### config.mk
export PLATFORM = sky130hd
export DESIGN_NAME = pipe_stage_reg
export DESIGN_NICKNAME = d
export VERILOG_FILES = /design/src/rtl/pipe_stage_reg.sv
export SDC_FILE = /design/constraint.sdc
export NUM_CORES = 1
export LEC_CHECK = 0
export CELL_PAD_IN_SITES_DETAIL_PLACEMENT = 0
export CELL_PAD_IN_SITES_GLOBAL_PLACEMENT = 2
export CORE_MARGIN = 2
export CORE_UTILIZATION = 35
export DETAILED_ROUTE_END_ITERATION = 10
export GPL_ROUTABILITY_DRIVEN = 0
export GPL_TIMING_DRIVEN = 0
export PLACE_DENSITY = 0.95
export SLEW_MARGIN = 25
export SYNTH_ARGS = -nofsm -noshare
export SYNTH_HDL_FRONTEND = slang
export SYNTH_SLANG_ARGS = --single-unit
### constraint.sdc
create_clock -name clk -period 23.9 [get_ports clk]
set_input_delay 4.78 -clock clk [delete_from_list [all_inputs] [get_ports clk]]
set_output_delay 4.78 -clock clk [all_outputs]
set_load 0.1 [all_outputs]
### src/rtl/pipe_stage_reg.sv
// Generic ready/valid pipeline stage register.
// Holds one payload (SKID=0) or up to two payloads (SKID=1) split into DATA and CTRL.
// CTRL reads as zero whenever the stage presents a bubble, so a bubble can never write state.
// A synchronous flush kills every held entry. A saturating counter records stalled output cycles.
//
// Handshake: a transfer happens on a rising clk edge when valid and ready are both 1
// on that interface. Once out_valid is high it stays high, and out_data/out_ctrl stay
// unchanged, until out_fire occurs or a flush/reset kills the entry. in_ready may be
// high while in_valid is low; a payload offered while in_ready is low is not taken.
module pipe_stage_reg #(
    parameter int DATA_W = 96,
    parameter int CTRL_W = 16,
    parameter int SKID   = 1,
    parameter int CNT_W  = 16
) (
    input  logic              clk,
    input  logic              reset,
    input  logic              flush,
    input  logic              in_valid,
    output logic              in_ready,
    input  logic [DATA_W-1:0] in_data,
    input  logic [CTRL_W-1:0] in_ctrl,
    output logic              out_valid,
    input  logic              out_ready,
    output logic [DATA_W-1:0] out_data,
    output logic [CTRL_W-1:0] out_ctrl,
    output logic [CNT_W-1:0]  stall_cnt,
    output logic [1:0]        dbg_state
);

    localparam bit USE_SKID = (SKID != 0);

    // EMPTY: nothing held; FULL: main entry valid; FULL2: main and skid both valid.
    typedef enum logic [1:0] {
        ST_EMPTY = 2'd0,
        ST_FULL  = 2'd1,
        ST_FULL2 = 2'd2
    } state_e;

    state_e             state_q, state_d;
    logic [DATA_W-1:0]  main_data_q, main_data_d;
    logic [CTRL_W-1:0]  main_ctrl_q, main_ctrl_d;
    logic [DATA_W-1:0]  skid_data_q, skid_data_d;
    logic [CTRL_W-1:0]  skid_ctrl_q, skid_ctrl_d;
    logic               rdy_q, rdy_d;
    logic [CNT_W-1:0]   stall_q, stall_d;
    logic               in_fire;

    // Output view of the held state; in_ready is a flop with the skid entry, combinational without it.
    always_comb begin
        out_valid = (state_q != ST_EMPTY);
        out_data  = main_data_q;
        out_ctrl  = out_valid ? main_ctrl_q : '0;
        in_ready  = USE_SKID ? rdy_q : (!out_valid || out_ready);
        in_fire   = in_valid && in_ready;
        stall_cnt = stall_q;
        dbg_state = state_q;
    end

    // Next-state and payload movement; flush overrides every transition and drops in_fire.
    // Without the skid entry FULL2 is unreachable because in_ready is low whenever FULL stalls.
    always_comb begin
        state_d     = state_q;
        main_data_d = main_data_q;
        main_ctrl_d = main_ctrl_q;
        skid_data_d = skid_data_q;
        skid_ctrl_d = skid_ctrl_q;
        if (flush) begin
            state_d = ST_EMPTY;
        end else begin
            case (state_q)
                ST_EMPTY: begin
                    if (in_fire) begin
                        state_d     = ST_FULL;
                        main_data_d = in_data;
                        main_ctrl_d = in_ctrl;
                    end
                end
                ST_FULL: begin
                    if (in_fire && out_ready) begin
                        main_data_d = in_data;
                        main_ctrl_d = in_ctrl;
                    end else if (in_fire) begin
                        state_d     = ST_FULL2;
                        skid_data_d = in_data;
                        skid_ctrl_d = in_ctrl;
                    end else if (out_ready) begin
                        state_d = ST_EMPTY;
                    end
                end
                ST_FULL2: begin
                    if (out_ready) begin
                        state_d     = ST_FULL;
                        main_data_d = skid_data_q;
                        main_ctrl_d = skid_ctrl_q;
                    end
                end
                default: begin
                    state_d = ST_EMPTY;
                end
            endcase
        end
        rdy_d = (state_d != ST_FULL2);
    end

    // Saturating count of cycles where the output is offered but not taken (flush cycle included).
    always_comb begin
        stall_d = stall_q;
        if (out_valid && !out_ready && (stall_q != {CNT_W{1'b1}})) begin
            stall_d = stall_q + CNT_W'(1);
        end
    end

    // State, payload and counter registers with asynchronous active-high reset.
    always_ff @(posedge clk or posedge reset) begin
        if (reset) begin
            state_q     <= ST_EMPTY;
            main_data_q <= '0;
            main_ctrl_q <= '0;
            skid_data_q <= '0;
            skid_ctrl_q <= '0;
            rdy_q       <= 1'b1;
            stall_q     <= '0;
        end else begin
            state_q     <= state_d;
            main_data_q <= main_data_d;
            main_ctrl_q <= main_ctrl_d;
            skid_data_q <= skid_data_d;
            skid_ctrl_q <= skid_ctrl_d;
            rdy_q       <= rdy_d;
            stall_q     <= stall_d;
        end
    end

endmodule

# After elaboration in Yosys (flattened, before gate mapping)
# Cells that the tools add are included.
# word_totals
ram_bits	0
reg_bits	243
latch_bits	0
inputBits	117
memories	0
mem_bits_ro	0
# classes
div_mod_pow	0
bitwise_logic	2
order_cmp	0
add_sub_neg	1
mul	0
mux	16
n_eq_ne	7
reduce_logical	10
shifts	0
# op_table
cell	n
2-to-1 mux 96 bit	3
one-hot mux 96 bit (3 select lines)	1
2-to-1 mux 16 bit	4
one-hot mux 16 bit (3 select lines)	1
adder 16 x 1 -> 16 bit (second input constant)	1
!= test 16 bit (second input constant)	1
2-to-1 mux 2 bit	6
!= test 2 bit (second input constant)	4
one-hot mux 2 bit (3 select lines)	1
AND reduction 5 bit	1
logical AND 1 bit	4
AND reduction 4 bit	1
nonzero test 3 bit	1
== test 2 x 1 -> 1 bit (second input constant)	1
== test 2 bit (second input constant)	1
zero test 2 bit	1
inverter 1 bit	2
nonzero test 2 bit	1
zero test 1 bit	1

# Logic depth before layout (Yosys ltp)
# depth
ltp_word	6
mapped_depth	7
depth_no_buf	5

# Worst setup path before layout
# No wires, ideal clock.
# synth_timing
path_kind	reg-to-output
from	register state_q[0], in the netlist dbg_state[0]
to	output port out_ctrl[10]
slack_ps	16219
stages_incl_launch_ff	5
t_arrival_ps	2901
required_ps	19120
path_cell_list	dfrtp_1 nor2_1 clkbuf_1 clkbuf_1 nor2b_1
# synth_between
elab_chain_cells	2
# synth_rtl
item	line_no	rtl
from (decl)	40	state_e state_q, state_d;
from (signal assigned)	125	state_q <= state_d;
nonzero test 2 bit	51	out_valid = (state_q != ST_EMPTY);
2-to-1 mux 16 bit	53	out_ctrl = out_valid ? main_ctrl_q : '0;
to (decl)	26	output logic [CTRL_W-1:0] out_ctrl,
# Every way passes these cells.

# Worst setup path after layout
# layout_timing
from	register state_q[0], in the netlist dbg_state[0]
to	output port out_ctrl[11]
# Same word-level chain as after synthesis.

==> reports/results.tsv <==
stage	metric	value	unit
logic_synthesis	yosys_warnings	0	
worst_setup_path	critPathRequiredTime	19120	ps
sta	period_minus_slack	7976	ps
route	vias	7577	
worst_setup_path	end_kind	output port	
die	ioPinCount	249	
clock_network	cts_resized	0	
die	initial_core_util	35.74	%
sta	setup_viol	0	
worst_setup_path	worstPathArrival	3200	ps
route	dr.pass1.iters	5	
sta	finalSetupTns	0	ps
logic_synthesis	seq_area_frac_synth	55.20	%
worst_hold_path	whs_endpoint	stall_cnt[15]$_DFFE_PP0P_	
clock_network	ctsRootBufferMaster	clkbuf_16	
die	dieArea	32920	um^2
clock_network	cts_tree	built	
run_status	status	completed	
worst_setup_path	r2r_cells	6	
grt	antenna_found_initial	1	
sta	fin_crit_sh	33.37	%
worst_setup_path	worstPathMaxFanout	10	
finish	drive_gt1_share	24.59	%
grt	track_usage	16.65	%
sta	hold_violations	0	
sta	rsz0062_at_grt	no	
route	wl	27630	um
clock_network	clkLatencyLatePin	530	ps
clock_network	ctsHoldBuffers	0	
sta	fin_ws	15920	ps
route	via_per_inst	4.651	
sta	worst_slew_pin_slew	1109	ps
worst_setup_path	path_class	reg2out	
die	design.core.area	30830	um^2
grt	grt_first_pass_wirelength	43860	um
power_and_ir_drop	powerDensity	107.1	nW/um^2
clock_network	clk_path_buf_depth	3	
sta	slew_headroom	25.85	%
logic_synthesis	syn_avg_cell_area	11.77	um^2
route	route.antenna.remaining_nets	0	
die	die_h	181.4	um
worst_setup_path	startpoint_type	flop	
sta	fmax	0.1254	GHz
finish	finalNetCount	1332	
grt	grt_pass1_vias	7640	
logic_synthesis	netlist_area	11020	um^2
finish	seqCellArea	6082	um^2
worst_setup_path	ff2ff_setup_slack	21690	ps
finish	final_common_cell	nand2_1	
die	die_w	181.4	um
clock_network	post_cts_buffers	0	
placement	post-place-ws	16430	ps
clock_network	htreeDepth	1	
clock_network	clock_sinks	243	
sta	hold_ws	491.5	ps
route	wire_per_inst	16.96	um
sta	finalClockSkew	12.26	ps
logic_synthesis	synth_nets	1054	
job	maxCapViolations	0	
grt	gr-total-overflow	0	
die	rows	64	
clock_network	numCtsBuffers	26	
route	drt_iter0_markers	289	
worst_setup_path	rr_startpoint	dbg_state[0]$_DFF_PP0_	
placement	dp_hpwl	18920	um
logic_synthesis	ys_ff_latch	243	
placement	io_buffers	248	
finish	area_growth	35.61	%
worst_setup_path	rr_endpoint	main_ctrl_q[2]$_DFFE_PP0P_	
power_and_ir_drop	p_leak	6.878	nW
power_and_ir_drop	ir_worst_vdd	0.00008204	V
clock_network	clk_pin_slew	70	ps
finish	multi_input_area	4636	um^2
worst_hold_path	hold_class	reg2reg	
grt	grt_max_degree	95	
logic_synthesis	synth_cell_type_count	32	
route	drcViolationCount	0	
finish	n_fill_cell	2756	
worst_hold_path	hold_depth	1	
finish	final_cell_mix	342 x nand2_1, 248 x clkdlybuf4s50_1, 242 x dfrtp_1	
logic_synthesis	syn_inst	936	
sta	final-max-slew-violation-count	0	
worst_hold_path	hp-start	stall_cnt[15]$_DFFE_PP0P_	
-- registers in the layout, indices dropped and copies added (netlist names) --
name / cells
out_data: 96
dbg_state: 2
stall_cnt: 16
main_ctrl_q: 16
skid_ctrl_q: 16
in_ready: 1
skid_data_q: 96
-- Yosys cell counts (all sizes together) --
cell type	instances	area, um^2
nand2	342	1284
dfrtp	242	6056
mux2	225	2834
buf	31	214.0
clkbuf	20	75.07
nor2b	17	106.4
xnor2	14	122.6
nand3	9	45.04
nand4	6	43.79
nor2	6	25.03
and3	3	18.77
and4	3	26.28
inv	3	11.26
a21oi	2	10.01
nand2b	2	12.51
nor3	2	15.01
a2111oi	1	27.53
a21boi	1	7.510
a22oi	1	12.51
a2bb2oi	1	8.760
and2	1	6.260
and3b	1	8.760
dfstp	1	26.28
ha	1	12.51
xor2	1	8.760
-- per-layer routing --
metal / GRT usage [%] / vias up / share of wire [%]
met2: 25.96 / 198 / 45
li1: - / 3639 / -
met4: 3.382 / 0 / 1.7
met1: 23.51 / 3713 / 47
met3: 4.292 / 27 / 6.3
met5: 0 / - / 0
-- where the power goes --
part,internal [mW],total [mW],switching [mW],leakage [nW]
registers,0.517,0.576,0.0590,2.95
clock network,0.249,0.416,0.166,0.430
logic,0.197,0.609,0.412,3.50
-- cell families (layout without fill, tap and decap cells) --
| family | Yosys count | count (layout) | share of synthesized area [%] |
|---|---|---|---|
| XOR/XNOR | 15 | 15 | 1.192 |
| buffers and inverters | 54 | 350 | 2.725 |
| multiplexers | 225 | 225 | 25.72 |
| adder cells (fa/ha/maj) | 1 | 1 | 0.1135 |
| other | 0 | 1 | 0 |
| AO/OA/AOI/OAI | 6 | 6 | 0.6019 |
| AND/OR/NAND/NOR | 392 | 392 | 14.44 |
| flip-flops | 243 | 243 | 55.20 |
-- worst max-delay path: stages, from the launching register on --
cell	delay, ps
dfrtp_1	450
nor2_1	230
clkbuf_1	520
clkbuf_1	380
nor2b_1	90
clkdlybuf4s50_1	980
-- worst max-delay path by stage --
stage / end / slack [ps] / start / depth (start not counted)
floorplan: dbg_state[0]$_DFF_PP0_ / 12450 / reset / 1
global placement: stall_cnt[13]$_DFFE_PP0P_ / 8840 / reset / 2
detailed placement: out_ctrl[11] / 16430 / dbg_state[0]$_DFF_PP0_ / 5
CTS: out_ctrl[11] / 15840 / dbg_state[0]$_DFF_PP0_ / 5
global route: out_ctrl[11] / 15710 / dbg_state[0]$_DFF_PP0_ / 5
finish: out_ctrl[11] / 15920 / dbg_state[0]$_DFF_PP0_ / 5
-- final cells by class --
type                    count  share of cell area [%]
inverters                   3                  0.1256
well taps                 396                   3.316
clock inverters             6                  0.5778
clock buffers              40                   5.317
repair buffers            250                   16.98
plain buffers              51                   1.934
diodes                      1                 0.01675
flip-flops and latches    243                   40.71
multi-input cells         639                   31.03
-- per-stage QoR --
step	utilization [%]	std cells	power (mW)	cell area [um^2]
2_1_floorplan	-	936	1.039	11020
3_3_place_gp	45.40	1580	1.184	14000
3_5_place_dp	45.60	1582	1.194	14060
4_1_cts	48.46	1628	1.618	14940
5_1_grt	48.46	1628	1.665	14940
6_report	48.47	1629	1.600	14940
Note: power is estimated with default switching activity, not from simulation.
